===== config.mk =====
export PLATFORM = sky130hd
export DESIGN_NAME = pipelined_divider
export DESIGN_NICKNAME = d
export VERILOG_FILES = /design/src/rtl/pipelined_divider.sv
export SDC_FILE = /design/constraint.sdc
export NUM_CORES = 2
export LEC_CHECK = 0
export ABC_AREA = 0
export BUFFER_PORTS_ARGS = -buffer_cell sky130_fd_sc_hd__buf_2
export CORE_UTILIZATION = 40
export CTS_BUF_LIST = sky130_fd_sc_hd__clkbuf_8
export CTS_CLUSTER_DIAMETER = 50
export CTS_CLUSTER_SIZE = 10
export DETAILED_ROUTE_END_ITERATION = 8
export GPL_ROUTABILITY_DRIVEN = 0
export GPL_TIMING_DRIVEN = 0
export HOLD_SLACK_MARGIN = 0.03
export SYNTH_ARGS = -nofsm -noshare
export SYNTH_HDL_FRONTEND = slang
export SYNTH_SLANG_ARGS = --single-unit
export TNS_END_PERCENT = 10

===== constraint.sdc =====
create_clock -name clk_in -period 25.7 [get_ports clk_in]
set_input_delay 7.71 -clock clk_in [delete_from_list [all_inputs] [get_ports clk_in]]
set_output_delay 7.71 -clock clk_in [all_outputs]
set_load 0.1 [all_outputs]

===== src/rtl/pipelined_divider.sv =====
// -----------------------------------------------------------------------------
// pipelined_divider
//
// Fully pipelined restoring integer divider. One dividend/divisor pair can be
// accepted every clock; quotient, remainder, flags and the caller tag come out
// WIDTH+2 clocks later when the downstream never stalls.
//
// Pipeline:
//   capture  : operands and tag registered exactly as presented
//   stage 0  : magnitudes, result signs, divide-by-zero and overflow flags
//   stage 1..WIDTH : one quotient bit each, MSB first, restoring subtraction
//   output   : sign correction / special-case results, registered outputs
//
// Ports:
//   clk_in          system clock, rising edge
//   rst_in          synchronous active-high reset, drops everything in flight
//   data_valid_in   operand pair valid (ignored while ready_in = 0)
//   dividend_in     dividend, WIDTH bits
//   divisor_in      divisor, WIDTH bits
//   tag_in          opaque caller tag, returned with the result
//   ready_in        downstream can take a result; also the pipeline enable
//   ready_out       equals ready_in
//   data_valid_out  result valid
//   quotient_out    quotient
//   remainder_out   remainder
//   tag_out         tag of the returned operation
//   error_out       divide by zero (qualified by data_valid_out)
//   overflow_out    signed MIN / -1 (qualified by data_valid_out)
//   busy_out        at least one operation anywhere in the pipeline
// -----------------------------------------------------------------------------
module pipelined_divider #(
    parameter int WIDTH     = 16,
    parameter int SIGNED    = 0,
    parameter int TAG_WIDTH = 4
) (
    input  logic                 clk_in,
    input  logic                 rst_in,
    input  logic                 data_valid_in,
    input  logic [WIDTH-1:0]     dividend_in,
    input  logic [WIDTH-1:0]     divisor_in,
    input  logic [TAG_WIDTH-1:0] tag_in,
    input  logic                 ready_in,
    output logic                 ready_out,
    output logic                 data_valid_out,
    output logic [WIDTH-1:0]     quotient_out,
    output logic [WIDTH-1:0]     remainder_out,
    output logic [TAG_WIDTH-1:0] tag_out,
    output logic                 error_out,
    output logic                 overflow_out,
    output logic                 busy_out
);

    localparam bit               IS_SIGNED = (SIGNED != 0);
    localparam logic [WIDTH-1:0] MIN_VAL   = {1'b1, {(WIDTH-1){1'b0}}};

    // Everything one operation carries from stage to stage.
    //   rem : partial remainder (WIDTH+1 bits)
    //   qd  : shift register; remaining dividend bits leave from the top while
    //         resolved quotient bits enter at the bottom
    //   raw : dividend exactly as presented, needed for the special cases
    typedef struct packed {
        logic                 valid;
        logic [WIDTH:0]       rem;
        logic [WIDTH-1:0]     qd;
        logic [WIDTH-1:0]     dmag;
        logic                 qneg;
        logic                 rneg;
        logic                 err;
        logic                 ovf;
        logic [WIDTH-1:0]     raw;
        logic [TAG_WIDTH-1:0] tag;
    } stage_t;

    // ------------------------------------------------------------------ capture
    logic                 r_cap_valid;
    logic [WIDTH-1:0]     r_cap_dividend;
    logic [WIDTH-1:0]     r_cap_divisor;
    logic [TAG_WIDTH-1:0] r_cap_tag;

    always_ff @(posedge clk_in) begin
        if (rst_in) begin
            r_cap_valid    <= 1'b0;
            r_cap_dividend <= '0;
            r_cap_divisor  <= '0;
            r_cap_tag      <= '0;
        end else if (ready_in) begin
            r_cap_valid <= data_valid_in;
            if (data_valid_in) begin
                r_cap_dividend <= dividend_in;
                r_cap_divisor  <= divisor_in;
                r_cap_tag      <= tag_in;
            end
        end
    end

    // ------------------------------------------------------------------ stage 0
    logic             w_dividend_neg;
    logic             w_divisor_neg;
    logic [WIDTH-1:0] w_dividend_mag;
    logic [WIDTH-1:0] w_divisor_mag;
    logic             w_div_zero;
    logic             w_overflow;
    stage_t           w_stage0;

    assign w_dividend_neg = IS_SIGNED && r_cap_dividend[WIDTH-1];
    assign w_divisor_neg  = IS_SIGNED && r_cap_divisor[WIDTH-1];
    // |MIN| = 2^(WIDTH-1) still fits as an unsigned WIDTH-bit magnitude.
    assign w_dividend_mag = w_dividend_neg ? -r_cap_dividend : r_cap_dividend;
    assign w_divisor_mag  = w_divisor_neg  ? -r_cap_divisor  : r_cap_divisor;
    assign w_div_zero     = (r_cap_divisor == '0);
    assign w_overflow     = IS_SIGNED && (r_cap_dividend == MIN_VAL)
                            && (r_cap_divisor == {WIDTH{1'b1}});

    always_comb begin
        w_stage0       = '0;
        w_stage0.valid = r_cap_valid;
        w_stage0.rem   = '0;
        w_stage0.qd    = w_dividend_mag;
        w_stage0.dmag  = w_divisor_mag;
        w_stage0.qneg  = w_dividend_neg ^ w_divisor_neg;
        w_stage0.rneg  = w_dividend_neg;
        w_stage0.err   = w_div_zero;
        w_stage0.ovf   = w_overflow;
        w_stage0.raw   = r_cap_dividend;
        w_stage0.tag   = r_cap_tag;
    end

    stage_t r_stage [0:WIDTH];

    always_ff @(posedge clk_in) begin
        if (rst_in) begin
            r_stage[0] <= '0;
        end else if (ready_in) begin
            r_stage[0] <= w_stage0;
        end
    end

    // ------------------------------------------------------- quotient-bit stages
    genvar gi;
    generate
        for (gi = 1; gi <= WIDTH; gi++) begin : gen_bit_stage
            logic [WIDTH:0] w_shift;
            logic [WIDTH:0] w_diff;
            logic           w_fits;
            stage_t         w_next;

            // Bring down the next dividend bit, then subtract if it fits.
            // A zero divisor always fits, which yields an all-ones quotient
            // and the dividend magnitude as remainder.
            assign w_shift = {r_stage[gi-1].rem[WIDTH-1:0], r_stage[gi-1].qd[WIDTH-1]};
            assign w_diff  = w_shift - {1'b0, r_stage[gi-1].dmag};
            assign w_fits  = (w_shift >= {1'b0, r_stage[gi-1].dmag});

            always_comb begin
                w_next     = r_stage[gi-1];
                w_next.rem = w_fits ? w_diff : w_shift;
                w_next.qd  = {r_stage[gi-1].qd[WIDTH-2:0], w_fits};
            end

            always_ff @(posedge clk_in) begin
                if (rst_in) begin
                    r_stage[gi] <= '0;
                end else if (ready_in) begin
                    r_stage[gi] <= w_next;
                end
            end
        end
    endgenerate

    // ------------------------------------------------------------- output stage
    logic [WIDTH-1:0] w_quotient;
    logic [WIDTH-1:0] w_remainder;

    always_comb begin
        w_quotient  = r_stage[WIDTH].qd;
        w_remainder = r_stage[WIDTH].rem[WIDTH-1:0];
        if (r_stage[WIDTH].err) begin
            w_quotient  = {WIDTH{1'b1}};
            w_remainder = r_stage[WIDTH].raw;
        end else if (r_stage[WIDTH].ovf) begin
            w_quotient  = r_stage[WIDTH].raw;
            w_remainder = '0;
        end else begin
            if (r_stage[WIDTH].qneg) begin
                w_quotient = -r_stage[WIDTH].qd;
            end
            if (r_stage[WIDTH].rneg) begin
                w_remainder = -r_stage[WIDTH].rem[WIDTH-1:0];
            end
        end
    end

    // busy reflects the valid bits as they will be after this edge.
    logic [WIDTH:0] w_stage_valid;
    logic           w_busy_next;

    generate
        for (gi = 0; gi <= WIDTH; gi++) begin : gen_valid_tap
            assign w_stage_valid[gi] = r_stage[gi].valid;
        end
    endgenerate

    assign w_busy_next = data_valid_in | r_cap_valid | (|w_stage_valid);

    logic                 r_valid_out;
    logic [WIDTH-1:0]     r_quotient;
    logic [WIDTH-1:0]     r_remainder;
    logic [TAG_WIDTH-1:0] r_tag_out;
    logic                 r_error;
    logic                 r_overflow;
    logic                 r_busy;

    always_ff @(posedge clk_in) begin
        if (rst_in) begin
            r_valid_out <= 1'b0;
            r_quotient  <= '0;
            r_remainder <= '0;
            r_tag_out   <= '0;
            r_error     <= 1'b0;
            r_overflow  <= 1'b0;
            r_busy      <= 1'b0;
        end else if (ready_in) begin
            r_valid_out <= r_stage[WIDTH].valid;
            r_busy      <= w_busy_next;
            // Result fields only move with a real result so they hold
            // their last values between results.
            if (r_stage[WIDTH].valid) begin
                r_quotient  <= w_quotient;
                r_remainder <= w_remainder;
                r_tag_out   <= r_stage[WIDTH].tag;
                r_error     <= r_stage[WIDTH].err;
                r_overflow  <= r_stage[WIDTH].ovf;
            end
        end
    end

    assign ready_out      = ready_in;
    assign data_valid_out = r_valid_out;
    assign quotient_out   = r_quotient;
    assign remainder_out  = r_remainder;
    assign tag_out        = r_tag_out;
    assign error_out      = r_error;
    assign overflow_out   = r_overflow;
    assign busy_out       = r_busy;

endmodule


==> summary.txt <==
Cells and area
  – Syn-to-layout area delta: 10.7%
  – Share of layout cells above drive strength 1: 0.0719
  – Fillcell total: 12,343
  – Final Core Density: 0.447
  – Layout Nets: 5,185

Worst setup path
  – WS Path Type: in2out
  – Slowest cell on crit path: buf_2
  – Crit path largest cell delay: 0.41 ns
  – CP startpoint kind: input port
  – Cell mode on critical path: buf_2
  – Worst Path Max Fanout: 3
  – Req. time, crit path: 17.99 ns
  – Cell Chain, Critical Path: buf_2, buf_4, buf_2
  – CP endpoint kind: primary output
  – Critical path arrival: 8.35 ns

GRT
  – Grt ovf: 0
  – Initial antenna violation count: 12
  – Largest net degree at the start of global routing: 71
  – First-pass GRT wire length: 190,000 um
  – Vias in the first global route: 33,785
  – Overall Global Routing Usage: 0.181

Clock network
  – Num CTS Buffers: 143
  – Worst-skew pair later-pin latency: 0.90 ns
  – CTS Sinks: 1,098
  – CTS Hold Buffers Added: 0
  – Setup Fix Bufs, Post-CTS: 0
  – CTS root buf: clkbuf_8
  – H-tree depth: 4
  – CTS resizes: 0
  – Clock slew at reported path FFs: 0.06 ns
  – CTS tree: yes
  – Clk buf depth: 3

Pwr
  – NetSw: 1.43 mW
  – Leakage dissipation: 24.1 nW
  – Switching Fraction: 0.308
  – Combinational power share: 0.252
  – VDD IR-drop max: 62.6 uV
  – Internal Power: 3.21 mW
  – Clock power share: 0.277
  – Power Density: 77.5 nW/um^2
  – Reg power frac: 0.471

Status
  – Failing checks: DRC
  – Status: finished, violations left

STA
  – Worst-margin pin slew: 1.39 ns
  – WHS: 0.450 ns
  – Final hold vios: 0
  – Setup-failing EPs final: 0
  – Final setup skew: 0.0431 ns
  – RSZ-0062 raised after global routing: no
  – Final setup TNS: 0 ns
  – Max-slew headroom: 0.0765
  – Max Slew Vio Count: 0
  – Max Clock Freq: 62.3 MHz
  – Min Tclk post-route: 16.06 ns
  – Final period util: 0.625

Logic synthesis
  – Mapped cell area: 54,000 um^2
  – Post-Syn Nets: 4,946
  – Synth Flop Type: edfxtp_1
  – Synth warn: 0
  – Post-synthesis cell count: 4,649
  – Netlist cell types: 86
  – Syn avg cell area: 11.6 um^2
  – Register bit total from synthesis: 1,098
  – Post-synthesis sequential area ratio: 0.596
  – Ys async rst share: 0
  – EDFF count, synth: 1,022

Die
  – # rows: 134
  – Die height: 370 um
  – Initial Util: 0.404
  – Core box area: 134,000 um^2
  – Die span in x: 370 um
  – DIE AREA: 137,000 um^2
  – Top Ports: 81

Min path
  – HP Class: reg2reg

Drt
  – DRT Wirelength: 123,000 um
  – Drc violations: 14
  – Drt first pass iters: 9
  – Vias per cell: 5.00
  – DR WL/cell: 18.2 um
  – Overall via count from detail_route: 33,766
  – Routed Antenna Nets: 0
  – Drt first-iter violations: 2,335

Placed design
  – DP Wirelength: 92,700 um
  – IO buf count: 78

Flow run
  – Number of max-cap violations: 0
[kinds of logic after synthesis]
kind of cell    synth area share
simple gates               0.160
mux                       0.0327
xor+xnor                  0.0246
flops                      0.596
buf+inv                   0.0396
other cells            0.0000694
fa+ha+maj                 0.0616
compound gates            0.0852
[worst max-delay path, delay by kind of cell]
family | cells | cell delay [ns]
buf+inv | 3 | 0.64
[layer usage]
metal	track usage	share of wire	routed length, um	vias to the layer above
met2	0.310	0.49	59800	751
met3	0.0289	0.044	5430	251
li1	-	-	-	16844
met5	0	0	0	-
met4	0.0878	0.045	5540	0
met1	0.222	0.42	51800	15920
[power by group through the flow]
stage | Clock [mW] | Combinational [mW] | Sequential [mW]
after floorplan | 0 | 0.874 | 2.25
after global placement | 0 | 1.14 | 2.27
after detailed placement | 0 | 1.16 | 2.22
after CTS | 1.33 | 1.17 | 2.18
after global routing | 1.39 | 1.29 | 2.20
final | 1.29 | 1.17 | 2.18
[state kept, by name, summed over array words and instances (netlist names)]
name	flops
r_cap_dividend	16
remainder_out	16
r_cap_valid	1
r_stage	1022
r_cap_tag	4
quotient_out	16
tag_out	4
busy_out	1
data_valid_out	1
error_out	1
r_cap_divisor	16
[through the flow]
step                std cells  worst slack [ns]  cell area (um^2)  power, mW
global placement         6495             -1.35             56600       3.41
global route             6751              9.62             59800       4.88
CTS                      6750              9.63             59800       4.68
detailed placement       6511              9.63             57100       3.38
finish                   6754              9.64             59800       4.64
floorplan                4649              4.42             54000       3.13
[Yosys cell counts (all sizes together), types with 85 or more instances]
library cell	instances	area, um^2
and2	541	3380
nor3	85	425
mux2i	172	1720
edfxtp	1022	30700
nor2	605	2270
xnor2	116	1020
nand2	210	788
a21oi	203	1050
o21ai	143	716
clkbuf	158	594
inv	353	1330
ha	242	3030
[final timing paths]
check                                        start  slack [ns]  depth (start not counted)            endpoint
worst max-delay path                      ready_in        9.64                          3           ready_out
worst min-delay path            r_cap_dividend[11]        0.45                          2  r_cap_dividend[11]
worst max register to register      r_stage[3][55]       22.20                         12      r_stage[4][68]
worst min register to register  r_cap_dividend[11]        0.45                          2  r_cap_dividend[11]
[cell type report]
| class | count | area, um^2 | area share |
|---|---|---|---|
| antenna | 4 | 10.0 | 0.000167 |
| buffer | 189 | 815 | 0.0136 |
| clock buffer | 146 | 2010 | 0.0336 |
| clock inverter | 93 | 717 | 0.0120 |
| inverter | 353 | 1330 | 0.0222 |
| multi-input combinational | 3009 | 19700 | 0.329 |
| sequential | 1098 | 32200 | 0.539 |
| tap | 1768 | 2210 | 0.0370 |
| timing repair buffer | 94 | 823 | 0.0138 |
[cell usage in the layout (no fill, tap or decap), drive strengths merged, types with 76 or more instances in the layout]
cell type,Yosys,layout
dfxtp,76,76
nor2,605,605
nor3,85,85
inv,353,411
mux2i,172,172
and2,541,541
buf,31,125
a21oi,203,203
o21ai,143,143
nand2,210,210
ha,242,242
xnor2,116,116
clkbuf,158,304
edfxtp,1022,1022
Power figures use the tool's default switching activity.
